File: config.mk
export PLATFORM = sky130hd
export DESIGN_NAME = cby_param_shadow
export DESIGN_NICKNAME = d
export VERILOG_FILES = /design/src/rtl/cby_param_shadow.sv
export SDC_FILE = /design/constraint.sdc
export NUM_CORES = 1
export LEC_CHECK = 0
export BUFFER_PORTS_ARGS = -buffer_cell sky130_fd_sc_hd__buf_2
export CAP_MARGIN = 40
export CORE_UTILIZATION = 45
export CTS_CLUSTER_DIAMETER = 80
export DETAILED_ROUTE_END_ITERATION = 7
export PLACE_DENSITY_LB_ADDON = 0.1
export SYNTH_ARGS = -nofsm -noshare
export SYNTH_HDL_FRONTEND = slang
export SYNTH_SLANG_ARGS = --single-unit
export TNS_END_PERCENT = 30
File: constraint.sdc
create_clock -name prog_clk -period 1.65 [get_ports prog_clk]
set_input_delay 0.2475 -clock prog_clk [delete_from_list [all_inputs] [get_ports prog_clk]]
set_output_delay 0.2475 -clock prog_clk [all_outputs]
set_load 0.02 [all_outputs]
File: src/rtl/cby_param_shadow.sv
// Y-direction connection block: vertical track pass-through plus NUM_IPIN tree muxes.
// The mux selects come from a shadow register loaded from a serial chain by a commit handshake.
module cby_param_shadow #(
   parameter int CHAN_WIDTH = 30,
   parameter int NUM_IPIN   = 4,
   parameter int MUX_SIZE   = 12,
   parameter int SEL_BITS   = 4
) (
   input  logic                  prog_clk,
   input  logic                  prog_reset,
   input  logic                  ccff_head,
   input  logic                  ccff_shift_en,
   input  logic                  ccff_commit,
   output logic                  ccff_tail,
   output logic                  cfg_done,
   output logic                  cfg_err,
   input  logic [CHAN_WIDTH-1:0] chany_bottom_in,
   input  logic [CHAN_WIDTH-1:0] chany_top_in,
   output logic [CHAN_WIDTH-1:0] chany_bottom_out,
   output logic [CHAN_WIDTH-1:0] chany_top_out,
   output logic [NUM_IPIN-1:0]   ipin_out
);

   localparam int CFG_BITS = NUM_IPIN * SEL_BITS;
   localparam int CNT_W    = $clog2(CFG_BITS + 1);
   localparam int STRIDE   = CHAN_WIDTH / (MUX_SIZE / 2);
   localparam int MUX_PAD  = 2 ** SEL_BITS;
   localparam logic [CNT_W-1:0] CNT_FULL = CNT_W'(CFG_BITS);
   localparam logic [CNT_W-1:0] CNT_LAST = CNT_W'(CFG_BITS - 1);

   typedef enum logic [1:0] {
      ST_IDLE   = 2'd0,
      ST_SHIFT  = 2'd1,
      ST_FILLED = 2'd2
   } state_t;

   state_t                 state_r;
   logic [CFG_BITS-1:0]    chain_r;
   logic [CFG_BITS-1:0]    shadow_r;
   logic [CNT_W-1:0]       cnt_r;
   logic                   cfg_done_r;
   logic                   cfg_err_r;
   logic                   commit_legal_s;
   logic [NUM_IPIN-1:0]    ipin_s;
   logic [NUM_IPIN-1:0][MUX_PAD-1:0] mux_in_s;

   assign chany_bottom_out = chany_top_in;
   assign chany_top_out    = chany_bottom_in;
   assign ccff_tail        = chain_r[CFG_BITS-1];
   assign cfg_done         = cfg_done_r;
   assign cfg_err          = cfg_err_r;
   assign ipin_out         = ipin_s;

   // Commit is accepted only from a full chain with no concurrent shift.
   always_comb begin
      commit_legal_s = 1'b0;
      if (ccff_commit && !ccff_shift_en && (state_r == ST_FILLED)) begin
         commit_legal_s = 1'b1;
      end else begin
         commit_legal_s = 1'b0;
      end
   end

   // Config chain, bit counter, load FSM and shadow register.
   always_ff @(posedge prog_clk) begin
      if (prog_reset) begin
         state_r    <= ST_IDLE;
         chain_r    <= {CFG_BITS{1'b0}};
         shadow_r   <= {CFG_BITS{1'b0}};
         cnt_r      <= {CNT_W{1'b0}};
         cfg_done_r <= 1'b0;
         cfg_err_r  <= 1'b0;
      end else begin
         if (ccff_shift_en) begin
            chain_r <= {chain_r[CFG_BITS-2:0], ccff_head};
            if (cnt_r != CNT_FULL) begin
               cnt_r <= cnt_r + CNT_W'(1);
            end
         end
         if (ccff_commit && !commit_legal_s) begin
            cfg_err_r <= 1'b1;
         end
         case (state_r)
            ST_IDLE: begin
               if (ccff_shift_en) begin
                  state_r <= (cnt_r == CNT_LAST) ? ST_FILLED : ST_SHIFT;
               end
            end
            ST_SHIFT: begin
               if (ccff_shift_en && (cnt_r == CNT_LAST)) begin
                  state_r <= ST_FILLED;
               end
            end
            ST_FILLED: begin
               if (commit_legal_s) begin
                  shadow_r   <= chain_r;
                  cfg_done_r <= 1'b1;
                  cnt_r      <= {CNT_W{1'b0}};
                  state_r    <= ST_IDLE;
               end
            end
            default: begin
               state_r <= ST_IDLE;
            end
         endcase
      end
   end

   // Mux inputs padded to a power of two; selects at or beyond MUX_SIZE read a constant zero.
   for (genvar gi = 0; gi < NUM_IPIN; gi++) begin : g_ipin
      for (genvar gk = 0; gk < MUX_PAD; gk++) begin : g_in
         if (gk < MUX_SIZE) begin : g_track
            localparam int TRK = (gi + (gk / 2) * STRIDE) % CHAN_WIDTH;
            if ((gk % 2) == 0) begin : g_bot
               assign mux_in_s[gi][gk] = chany_bottom_in[TRK];
            end else begin : g_top
               assign mux_in_s[gi][gk] = chany_top_in[TRK];
            end
         end else begin : g_pad
            assign mux_in_s[gi][gk] = 1'b0;
         end
      end
   end

   // Grid pin muxes, held at zero until a configuration has been committed.
   always_comb begin
      ipin_s = {NUM_IPIN{1'b0}};
      for (int i = 0; i < NUM_IPIN; i++) begin
         if (cfg_done_r) begin
            ipin_s[i] = mux_in_s[i][shadow_r[i*SEL_BITS +: SEL_BITS]];
         end else begin
            ipin_s[i] = 1'b0;
         end
      end
   end

endmodule

---- After elaboration in Yosys (flattened, before gate mapping) ----
Cells that the tools add are included.
storage, ports and cells
  logic and storage cells ................. 49
  register bits ........................... 41
operators by class
  equality and inequality tests ........... 7
  mux-type cells .......................... 22
  add/subtract/negate cells ............... 1
  reduce and logical (&&, ||, !) cells .... 9
  $lt $le $gt $ge ......................... 4
operators with widths
  cell                                                                          count
  4-bit by 5-bit less-than comparator with 1-bit output, second input constant  4
  5-bit 2-to-1 mux                                                              4
  1-bit binary-select mux with 4-bit select                                     4
  1-bit 2-to-1 mux                                                              9
  2-bit 2-to-1 mux                                                              4
  2-bit inequality test, second input constant                                  3
  2-bit case mux with 3 select lines                                            1
  5-bit by 1-bit adder with 5-bit output, second input constant                 1
  5-bit by 4-bit equality test with 1-bit output, second input constant         1
  5-bit inequality test, second input constant                                  1
  1-bit logical AND                                                             4
  3-bit AND reduction                                                           1
  2-bit by 1-bit equality test with 1-bit output, second input constant         1
  2-bit equality test, second input constant                                    1
  1-bit logical NOT                                                             2
  2-bit logical NOT                                                             1
  2-bit AND reduction                                                           1

---- Depth between registers and ports, before layout ----
  depth in word-level cells ............... 6
  depth in mapped cells ................... 6
  mapped depth without buffers ............ 6

---- Least setup slack after synthesis ----
OpenSTA, ideal clock, no wires.
  path type ............................... flip-flop to output port
  start point ............................. register cfg_done_r (netlist: cfg_done)
  end point ............................... output ipin_out[0]
  arrival ................................. 1.241 ns
  stages on the path, launching flop included .. 3
  path slack .............................. 0.161 ns
  buffers on the path ..................... 0
  cells stage by stage .................... dfxtp_1 inv_1 o41ai_2
on the way
  cells in the longest elaborated chain, start to end .. 1
ends and longest elaborated chain
  what                    RTL line  text
  from (decl)             41        logic cfg_done_r;
  from (signal assigned)  71        cfg_done_r <= 1'b0;
  from (signal assigned)  97        cfg_done_r <= 1'b1;
  1-bit 2-to-1 mux        129       if (cfg_done_r) begin
  to (decl)               21        output logic [NUM_IPIN-1:0] ipin_out
No other way between the ends.

---- Worst setup path after layout ----
  start point ............................. register shadow_r[13]
  end point ............................... output ipin_out[3]
on the way
  cells in the longest elaborated chain, start to end .. 3
ends and longest elaborated chain
  what                                       RTL line  text
  from (decl)                                39        logic [CFG_BITS-1:0] shadow_r;
  from (signal assigned)                     69        shadow_r <= {CFG_BITS{1'b0}};
  from (signal assigned)                     96        shadow_r <= chain_r;
  1-bit binary-select mux with 4-bit select  130       ipin_s[i] = mux_in_s[i][shadow_r[i*SEL_BITS +: SEL_BITS]];
  1-bit 2-to-1 mux (implied by the code)     130
  1-bit 2-to-1 mux                           129
No other way between the ends. The select of a mux whose other input is x is not followed.

==> implementation parameters <==
Parameter                              Value

Status
  Run status    complete, but fails checks
  Failing checks    negative setup slack

Pwr
  Fraction of power consumed by combinational cells    14.8%
  Proportion of power drawn by flip-flops and latches    46.5%
  Leak Pwr    0.00128 uW
  Power density over the cells    approximately 770 nW/um2
  Cell-internal power    1630 uW
  Maximum vdd ir drop    a little over 0.6 mV
  Clock group share of total power    about two fifths
  Total power    2170 uW
  Switching power summed over all nets    540 uW
  Switching part of the total    between 20% and 30%

STA
  Fin crit share    107%
  Worst-case setup margin in the final layout    -118 ps
  Final Slew Violations    0
  Rel. slew slack    71.4%
  Crit path time final    1770 ps
  RSZ-0062 raised after global routing    yes
  Slew at the pin closest to its max-slew limit    429 ps
  Clock skew after layout    6.36 ps
  Max Freq    566 MHz
  Number of failing setup endpoints in the final timing report    4
  Final number of hold-violating endpoints    0

Placed design
  Weighted congestion reported at the end of routability-driven placement    about 0.72
  Worst slack after detailed placement    95.1 ps
  Number of instances in the placed design    about 380
  Count of port buffers added during placement    ~110
  Post-DP HPWL    3520 um

Critical path
  Kind of end point of the critical path    output port
  Critical path start-end classification    register to output port
  Req. time, crit path    1400 ps
  Worst path arrival time    between 1500 and 2000 ps
  Crit-path max FO    3
  Reg2Reg Depth    4
  Kind of launch point of the worst setup path    register

Yosys
  Number of standard cells after synthesis    262
  Most used flip-flop cell after synthesis    dfxtp_1
  Count of synthesis-stage warnings from yosys    0
  Register area share after synthesis    33.4%
  Synth Cell Area    2450 um2
  Synthesized net count    330
  Total of flip-flops plus latches after synthesis    41
  Average cell area after synthesis    between 9 and 10 um2
  Ys async rst share    0%
  Post-synth EDFFs    0
  Post-synthesis cell type count    32

Hold path
  Cell depth of the worst min-delay path    3
  Min-delay worst type    input pin to register

Routing
  Pre-Repair DR Iteration Count    4
  Vias after detailed routing    1875
  Final wirelength    4760 um
  Routed length per placed instance    approximately 12 um
  DRC marker count from the first detailed-route iteration    53
  Number of nets with antenna violations after detailed routing    0
  Per-cell via count in the routed design    4.81
  Final routed DRC violation total    0

Die
  Die footprint    5750 um2
  I/O pin count    132
  Number of standard-cell rows in the floorplan    26
  Chip height    75.9 um
  Core area    5170 um2
  Die X-Extent    approximately 76 um
  Effective utilization at floorplan    47.5%

Clocking
  Hold_buf cts    0
  Total clock buffers created by CTS    5
  Clock tree from TritonCTS    yes
  Clk Tree Root Cell    clkbuf_8
  Clock sink count    41
  Clk_lat worst skew    290 ps
  CTS max path bufs    2
  Post-CTS clock slew at the launch and capture registers of the worst setup and hold paths    roughly 80 ps
  Total number of H-tree levels    2

GRT
  Initial antenna violation count    0
  First-pass GRT wire length    6990 um
  Largest net degree at the start of global routing    24
  Total track usage    16.4%
  Grt total ovfl    0
  Number of global-route vias before repair    1603

Final layout
  Post-layout nets    387
  Number of antenna repair diodes    0
  Final cell count without fillers    between 300 and 400
  Most used cells in the layout excluding fill and tap cells    buf_2, dfxtp_1, nand2_1
  Layout cell share with drive strength beyond 1    49.7%
  Most frequent standard cell in the layout excluding fill and tap cells    buf_2
  Count of fill cells added during filler insertion    approximately 510
  Area growth syn-to-layout    15.3%

Job
  Maximum capacitance violations    0
[final cells by class]
class	instances	area [um2]	area share [%]
clock buffers	6	82.6	2.92
clock inverters	2	37.5	1.33
inverters	4	15.0	0.530
multi-input cells	146	1110	39.4
flip-flops and latches	41	836	29.5
well taps	70	87.6	3.09
repair buffers	121	658	23.2
[registers in the layout, indices dropped and copies added (netlist names)]
register / flops
cfg_done: 1
cfg_err: 1
chain_r: 16
cnt_r: 5
shadow_r: 16
state_r: 2
[synthesized netlist by cell type (2+ instances only)]
| cell | number | area [um2] |
|---|---|---|
| mux2_2 | 4 | 45.0 |
| a21oi_1 | 20 | 100 |
| mux4_2 | 3 | 67.6 |
| nand4b_1 | 4 | 35.0 |
| mux2i_1 | 21 | 210 |
| nand2b_1 | 5 | 31.3 |
| nor2b_1 | 2 | 12.5 |
| ha_1 | 3 | 37.5 |
| clkbuf_1 | 4 | 15.0 |
| and3_1 | 5 | 31.3 |
| o22ai_1 | 4 | 25.0 |
| nand2_1 | 32 | 120 |
| a311oi_1 | 2 | 17.5 |
| inv_1 | 4 | 15.0 |
| nand4bb_1 | 2 | 22.5 |
| o41ai_2 | 4 | 65.1 |
| mux4_1 | 5 | 131 |
| dfxtp_1 | 41 | 821 |
| nor2_1 | 21 | 78.8 |
| buf_4 | 63 | 473 |
| buf_2 | 2 | 10.0 |
[power by group through the flow]
stage               Clock, uW  Sequential, uW  Combinational (uW)
global route              896            1010                 354
global placement            0            1030                 314
finish                    839            1010                 321
floorplan                   0            1030                 300
CTS                       860            1010                 323
detailed placement          0            1030                 317
[critical path, stage by stage (launching register included)]
cell and delay, ps:
dfxtp_2 360, mux4_2 500, o22ai_2 120, o41ai_2 90
buf_4 160
[what timing repair did]
| action | CTS | global route |
|---|---|---|
| setup buffers | 3 | 0 |
| gates resized for setup | 17 | 9 |
| endpoints found under the setup margin | 4 | 4 |
| pin swaps | 4 | 5 |
[metal layers]
metal	part of all wire (%)	vias up	track usage [%]
met5	0	-	0
li1	-	964	-
met3	4.6	9	3.17
met2	48	57	27.5
met4	1.4	0	6.58
met1	45	845	20.5
[logic make-up (layout without fill, tap and decap cells)]
group | count (synthesis) | count (layout) | synth area share, %
compound gates | 34 | 34 | 9.58
xor+xnor | 1 | 1 | 0.357
fa+ha+maj | 3 | 3 | 1.53
buf+inv | 75 | 133 | 21.6
flops | 41 | 41 | 33.4
mux | 33 | 33 | 18.5
simple gates | 75 | 75 | 15.0
[final timing paths]
path | to | startpoint | slack (ps)
hold / removal | chain_r[0] | ccff_head | 190
setup reg to reg | state_r[0] | cnt_r[0] | 280
hold reg to reg | shadow_r[12] | chain_r[12] | 470
setup / recovery | ipin_out[3] | shadow_r[13] | -120
[stage by stage]
step | setup TNS, ps | util, % | hold slack [ps] | cell area, um2
floorplan | 0 | - | 388 | 2450
global placement | 0 | 51.2 | 447 | 2650
detailed placement | 0 | 51.2 | 462 | 2650
CTS | -543 | 54.5 | 197 | 2820
global route | -687 | 54.7 | 222 | 2830
finish | -466 | 54.7 | 195 | 2830
Note: power is estimated with default switching activity, not from simulation.
